### src/rtl/light_tracker_ctrl.sv
// Sun-tracking controller: evaluates LDR imbalance on alternating axes and
// issues timed CCW/CW step requests to the two servo drivers.
module light_tracker_ctrl #(
  parameter int ADC_W        = 12,
  parameter int DEADBAND     = 40,
  parameter int MOVE_TICKS   = 2_000_000,
  parameter int SETTLE_TICKS = 5_000_000,
  parameter int LOCK_COUNT   = 4
) (
  input  logic             CLK,
  input  logic             RST,
  input  logic             EN,
  input  logic             LDR_VALID,
  input  logic [ADC_W-1:0] LDR_LEFT,
  input  logic [ADC_W-1:0] LDR_RIGHT,
  input  logic [ADC_W-1:0] LDR_TOP,
  input  logic [ADC_W-1:0] LDR_BOT,
  input  logic             LIMIT_H,
  input  logic             LIMIT_V,
  output logic             H_CCW,
  output logic             H_CW,
  output logic             V_CCW,
  output logic             V_CW,
  output logic             ALIGNED,
  output logic [2:0]       STATE
);

  localparam int CNT_MAX = (MOVE_TICKS > SETTLE_TICKS) ? MOVE_TICKS : SETTLE_TICKS;
  localparam int CNT_W   = $clog2(CNT_MAX + 1);
  localparam int LOCK_W  = $clog2(LOCK_COUNT + 1);

  localparam logic [CNT_W-1:0]      MOVE_LAST   = CNT_W'(MOVE_TICKS - 1);
  localparam logic [CNT_W-1:0]      SETTLE_LAST = CNT_W'(SETTLE_TICKS - 1);
  localparam logic [LOCK_W-1:0]     LOCK_FULL   = LOCK_W'(LOCK_COUNT);
  localparam logic signed [ADC_W:0] DB_POS      = (ADC_W + 1)'(DEADBAND);
  localparam logic signed [ADC_W:0] DB_NEG      = -DB_POS;

  typedef enum logic [2:0] {
    S_IDLE   = 3'd0,
    S_EVAL   = 3'd1,
    S_MOVE   = 3'd2,
    S_SETTLE = 3'd3
  } state_t;

  typedef enum logic {
    AXIS_H = 1'b0,
    AXIS_V = 1'b1
  } axis_t;

  state_t             r_state, w_state_next;
  axis_t              r_axis,  w_axis_next;
  logic [CNT_W-1:0]   r_cnt,   w_cnt_next;
  logic [LOCK_W-1:0]  r_lock,  w_lock_next;
  logic               r_ccw,   w_ccw_next;
  logic               r_cw,    w_cw_next;
  logic [ADC_W-1:0]   r_left, r_right, r_top, r_bot;
  logic               w_latch;
  logic signed [ADC_W:0] w_diff;
  logic               w_limit_sel;
  logic               w_req_ccw;
  logic               w_req_cw;

  // One extra bit keeps full-scale differences (0 vs 2^ADC_W-1) exact.
  always_comb begin
    if (r_axis == AXIS_H)
      w_diff = $signed({1'b0, r_left}) - $signed({1'b0, r_right});
    else
      w_diff = $signed({1'b0, r_top}) - $signed({1'b0, r_bot});
  end

  assign w_limit_sel = (r_axis == AXIS_H) ? LIMIT_H : LIMIT_V;
  assign w_req_ccw   = (w_diff > DB_POS);
  assign w_req_cw    = (w_diff < DB_NEG) && !w_limit_sel;

  always_comb begin
    w_state_next = r_state;
    w_cnt_next   = r_cnt + CNT_W'(1);
    w_axis_next  = r_axis;
    w_lock_next  = r_lock;
    w_ccw_next   = r_ccw;
    w_cw_next    = r_cw;
    w_latch      = 1'b0;

    case (r_state)
      S_IDLE: begin
        w_cnt_next = '0;
        if (LDR_VALID) begin
          w_latch      = 1'b1;
          w_state_next = S_EVAL;
        end
      end
      S_EVAL: begin
        w_cnt_next = '0;
        if (w_req_ccw || w_req_cw) begin
          w_state_next = S_MOVE;
          w_lock_next  = '0;
          w_ccw_next   = w_req_ccw;
          w_cw_next    = w_req_cw;
        end else begin
          w_state_next = S_IDLE;
          w_axis_next  = (r_axis == AXIS_H) ? AXIS_V : AXIS_H;
          if (r_lock != LOCK_FULL)
            w_lock_next = r_lock + LOCK_W'(1);
        end
      end
      S_MOVE: begin
        // A CW step that reaches the pulse-width limit is cut short.
        if ((r_cnt == MOVE_LAST) || (r_cw && w_limit_sel)) begin
          w_state_next = S_SETTLE;
          w_cnt_next   = '0;
          w_ccw_next   = 1'b0;
          w_cw_next    = 1'b0;
        end
      end
      S_SETTLE: begin
        if (r_cnt == SETTLE_LAST) begin
          w_state_next = S_IDLE;
          w_cnt_next   = '0;
          w_axis_next  = (r_axis == AXIS_H) ? AXIS_V : AXIS_H;
        end
      end
      default: begin
        w_state_next = S_IDLE;
        w_cnt_next   = '0;
        w_ccw_next   = 1'b0;
        w_cw_next    = 1'b0;
      end
    endcase

    // Disable aborts from any state but keeps axis order and lock history.
    if (!EN) begin
      w_state_next = S_IDLE;
      w_cnt_next   = '0;
      w_ccw_next   = 1'b0;
      w_cw_next    = 1'b0;
      w_latch      = 1'b0;
      w_axis_next  = r_axis;
      w_lock_next  = r_lock;
    end
  end

  always_ff @(posedge CLK or posedge RST) begin
    if (RST) begin
      r_state <= S_IDLE;
      r_axis  <= AXIS_H;
      r_cnt   <= '0;
      r_lock  <= '0;
      r_ccw   <= 1'b0;
      r_cw    <= 1'b0;
      r_left  <= '0;
      r_right <= '0;
      r_top   <= '0;
      r_bot   <= '0;
    end else begin
      r_state <= w_state_next;
      r_axis  <= w_axis_next;
      r_cnt   <= w_cnt_next;
      r_lock  <= w_lock_next;
      r_ccw   <= w_ccw_next;
      r_cw    <= w_cw_next;
      if (w_latch) begin
        r_left  <= LDR_LEFT;
        r_right <= LDR_RIGHT;
        r_top   <= LDR_TOP;
        r_bot   <= LDR_BOT;
      end
    end
  end

  assign H_CCW   = r_ccw && (r_axis == AXIS_H);
  assign H_CW    = r_cw  && (r_axis == AXIS_H);
  assign V_CCW   = r_ccw && (r_axis == AXIS_V);
  assign V_CW    = r_cw  && (r_axis == AXIS_V);
  assign ALIGNED = (r_lock == LOCK_FULL);
  assign STATE   = r_state;

endmodule

### config.mk
export PLATFORM = sky130hd
export DESIGN_NAME = light_tracker_ctrl
export DESIGN_NICKNAME = d
export VERILOG_FILES = /design/src/rtl/light_tracker_ctrl.sv
export SDC_FILE = /design/constraint.sdc
export NUM_CORES = 1
export LEC_CHECK = 0
export CAP_MARGIN = 40
export CORE_AREA = 2 2 94 96
export CTS_CLUSTER_DIAMETER = 40
export CTS_CLUSTER_SIZE = 8
export DETAILED_ROUTE_END_ITERATION = 12
export DIE_AREA = 0 0 96 98
export GPL_ROUTABILITY_DRIVEN = 0
export PLACE_DENSITY = 0.9
export SYNTH_ARGS = -nofsm -noshare
export SYNTH_HDL_FRONTEND = slang
export SYNTH_SLANG_ARGS = --single-unit
### constraint.sdc
create_clock -name CLK -period 9 [get_ports CLK]
set_clock_uncertainty 0.05 [all_clocks]
set_input_delay 1.8 -clock CLK [delete_from_list [all_inputs] [get_ports CLK]]
set_output_delay 1.8 -clock CLK [all_outputs]
set_load 0.01 [all_outputs]
==> metrics <==
Routed Antenna Nets 0; status complete, no violations; met2 Use GR 43.5%; Critical Path End Type primary output; synthesized cell area 4960 µm²; die width 96 µm; WL/cell 16.4 µm; drt first pass iters 5; main combinational cell family by area after synthesis simple AND/OR/NAND/NOR gates; Logic pwr share 61.4%; final slew viol count 0; synthesized instance count slightly below 500; R2R setup slack approximately 5600 ps; cts hold-fix bufs 0; RSZ-0062 raised after global routing false; num rows 34; Post-CTS Setup Bufs 0; sequential share of power 25.4%; Ant. Diodes 0; synth unique cells just under 80; sink of the worst hold path r_cnt[0]$_DFF_PP0_; Hold Vio Cnt, Final 0; M3 GR Usage 4.71%; Synth Area in Adders 8.63%; Setup TNS 0 ps; num ports 62; Worst Hold Class reg2reg; post_cts resized 0; final core occ a little over two thirds; H-tree Lvls 3; CP Launch Type register; via count 3889; Clock Path Buffers 2; TritonCTS Buffers 9; PortBufs 60; Avg Cell Area, Syn about 10 µm²; Core ar. around 8500 µm²; Synth top area share between 30% and 40%; cell internal pwr around 1.3 mW; initial antenna violation count 0; die area around 9400 µm²; Synth area leader dfrtp_1; CP Max Fanout 21; gr usage total approximately a quarter; Die Ht 98 µm; M1 GR Usage 27.6%; Most used DFF post-synth dfrtp_1; max_cap viols 0; Synth Register Bits 79; NetSw ~0.96 mW; top-count cell post-synth dfrtp_1; CP peak stage delay 810 ps; Routed WL 10700 µm; xor/xnor share of the synthesized area about 5.1%; yosys warns 0; Sink Count between 70 and 80; synth top area cells dfrtp_1, mux2_2, ha_1; Switching Share 42.9%; first-pass GRT wire length 18000 µm; Pwr Density 381 nW/µm²; Cell Chain, Critical Path inv_2, nor2_1, clkdlybuf4s50_1; Clock Tree Root clkbuf_8; Hold Startpoint r_cnt[0]$_DFF_PP0_; initial drt markers 149; FF-to-FF path depth 11; Final #Nets 630; Fillers 623; Reg clk slew, reported paths 80 ps; Crit path required time 7150 ps; Top Usage Layer GRT met2; Simple-Gate Fraction of Synth Area 14.9%; initial core utilization 58.6%; Critical Path Slowest Stage Cell dfrtp_1; Static Leakage roughly 2.5 nW; Clk network pwr share between 10% and 20%; r2r endpoint r_axis$_DFFE_PP0P_; Finish-stage setup viols 0; critical path arrival 2210 ps; Highest Clock Rate between 0.2 and 0.25 GHz; multiplexer share of the synthesized area 11.7%; Slew @ Worst Pin ~720 ps; post-DP HPWL roughly 7700 µm; mean number of vias per cell 5.94; Period Utilization, post-route between 40% and 50%; worst hold path depth 1; largest net degree at the start of global routing 43; Slew headroom 52.1%; vias in the first global route 4042; post-synthesis compound-gate area fraction 14.9%; register area share after synthesis 39.8%; FFs w/ async S/R, synth 100%; P&R area growth vs syn 18.5%; Net Count, Synth 570; DRC errors left 0; share of cells above drive strength 1 16.8%; post-layout min period 4060 ps; TritonCTS clock tree done; worst r2r src r_right[0]$_DFFE_PP0P_; Post-synth top cells dfrtp_1, mux2_2, nor2_1; EDFF count, synth 0; worst skew pair latency 360 ps; Peak VDD IR 160 µV; kind of critical path reg2out; gr ovfl total 0
==> area by class of cell <==
| type | instances | area (µm²) | area share [%] |
|---|---|---|---|
| inverters | 41 | 154 | 2.62 |
| clock buffers | 12 | 145 | 2.47 |
| clock inverters | 3 | 67.6 | 1.15 |
| flip-flops and latches | 79 | 1980 | 33.6 |
| multi-input cells | 349 | 2750 | 46.8 |
| repair buffers | 63 | 648 | 11.0 |
| well taps | 108 | 135 | 2.30 |
==> layout by cell type, fill, tap and decap left out, types with 12 or more instances in the layout <==
cell type,netlist,layout
a21oi_1,14,14
clkdlybuf4s50_1,0,60
dfrtp_1,79,79
ha_1,31,31
inv_1,40,39
mux2_2,48,48
nand2_1,28,28
nor2_1,45,45
o21ai_0,12,12
xnor2_1,14,14
xor2_1,15,15
==> power groups by stage <==
stage	Clock, mW	Sequential, mW	Combinational (mW)
after floorplan	0	0.541	1.11
after global placement	0	0.566	1.28
after detailed placement	0	0.576	1.35
after CTS	0.296	0.570	1.37
after global routing	0.314	0.587	1.53
final	0.295	0.571	1.38
==> per-stage QoR <==
| stage | hold slack, ps | cells | instance area [µm²] | setup WS [ps] | power, mW |
|---|---|---|---|---|---|
| 5_1_grt | 487 | 655 | 5880 | 4770 | 2.43 |
| 3_5_place_dp | 445 | 640 | 5670 | 4960 | 1.92 |
| 4_1_cts | 454 | 655 | 5880 | 4950 | 2.24 |
| 6_report | 453 | 655 | 5880 | 4940 | 2.24 |
| 2_1_floorplan | 405 | 483 | 4960 | 5130 | 1.66 |
| 3_3_place_gp | 424 | 638 | 5630 | 4840 | 1.85 |
==> cell families (layout without fill, tap and decap cells) <==
family | after synthesis | in the layout
mux | 52 | 52
buf+inv | 55 | 119
xor+xnor | 29 | 29
flops | 79 | 79
simple gates | 141 | 141
compound gates | 93 | 93
other cells | 1 | 1
fa+ha+maj | 33 | 33
==> worst max-delay path by stage <==
stage	startpoint	to	slack, ps	depth (start not counted)
after global placement	EN	r_top[2]$_DFFE_PP0P_	4840	3
final	r_axis$_DFFE_PP0P_	V_CW	4940	3
after floorplan	RST	STATE[0]$_DFFE_PP0P_	5130	1
after CTS	r_axis$_DFFE_PP0P_	V_CW	4950	3
after global routing	r_axis$_DFFE_PP0P_	V_CW	4770	3
after detailed placement	LIMIT_V	STATE[1]$_DFFE_PP0P_	4960	7
==> worst max-delay path: cells and delay by family, from the launching register on <==
kind                   cells  cell delay [ps]
flip-flops                 1              810
buffers and inverters      2              820
AND/OR/NAND/NOR            1              220
==> metal layers <==
layer	wire, µm	part of all wire (%)
met5	0	0
met3	523	4.9
met4	216	2.0
met2	5720	53
met1	4270	40
==> registers in the layout (all words and copies together), names as in the netlist, 2 cells and up <==
register  count
r_bot        12
r_right      12
STATE         2
r_lock        3
r_top        12
r_cnt        23
r_left       12
Power figures use the tool's default switching activity.
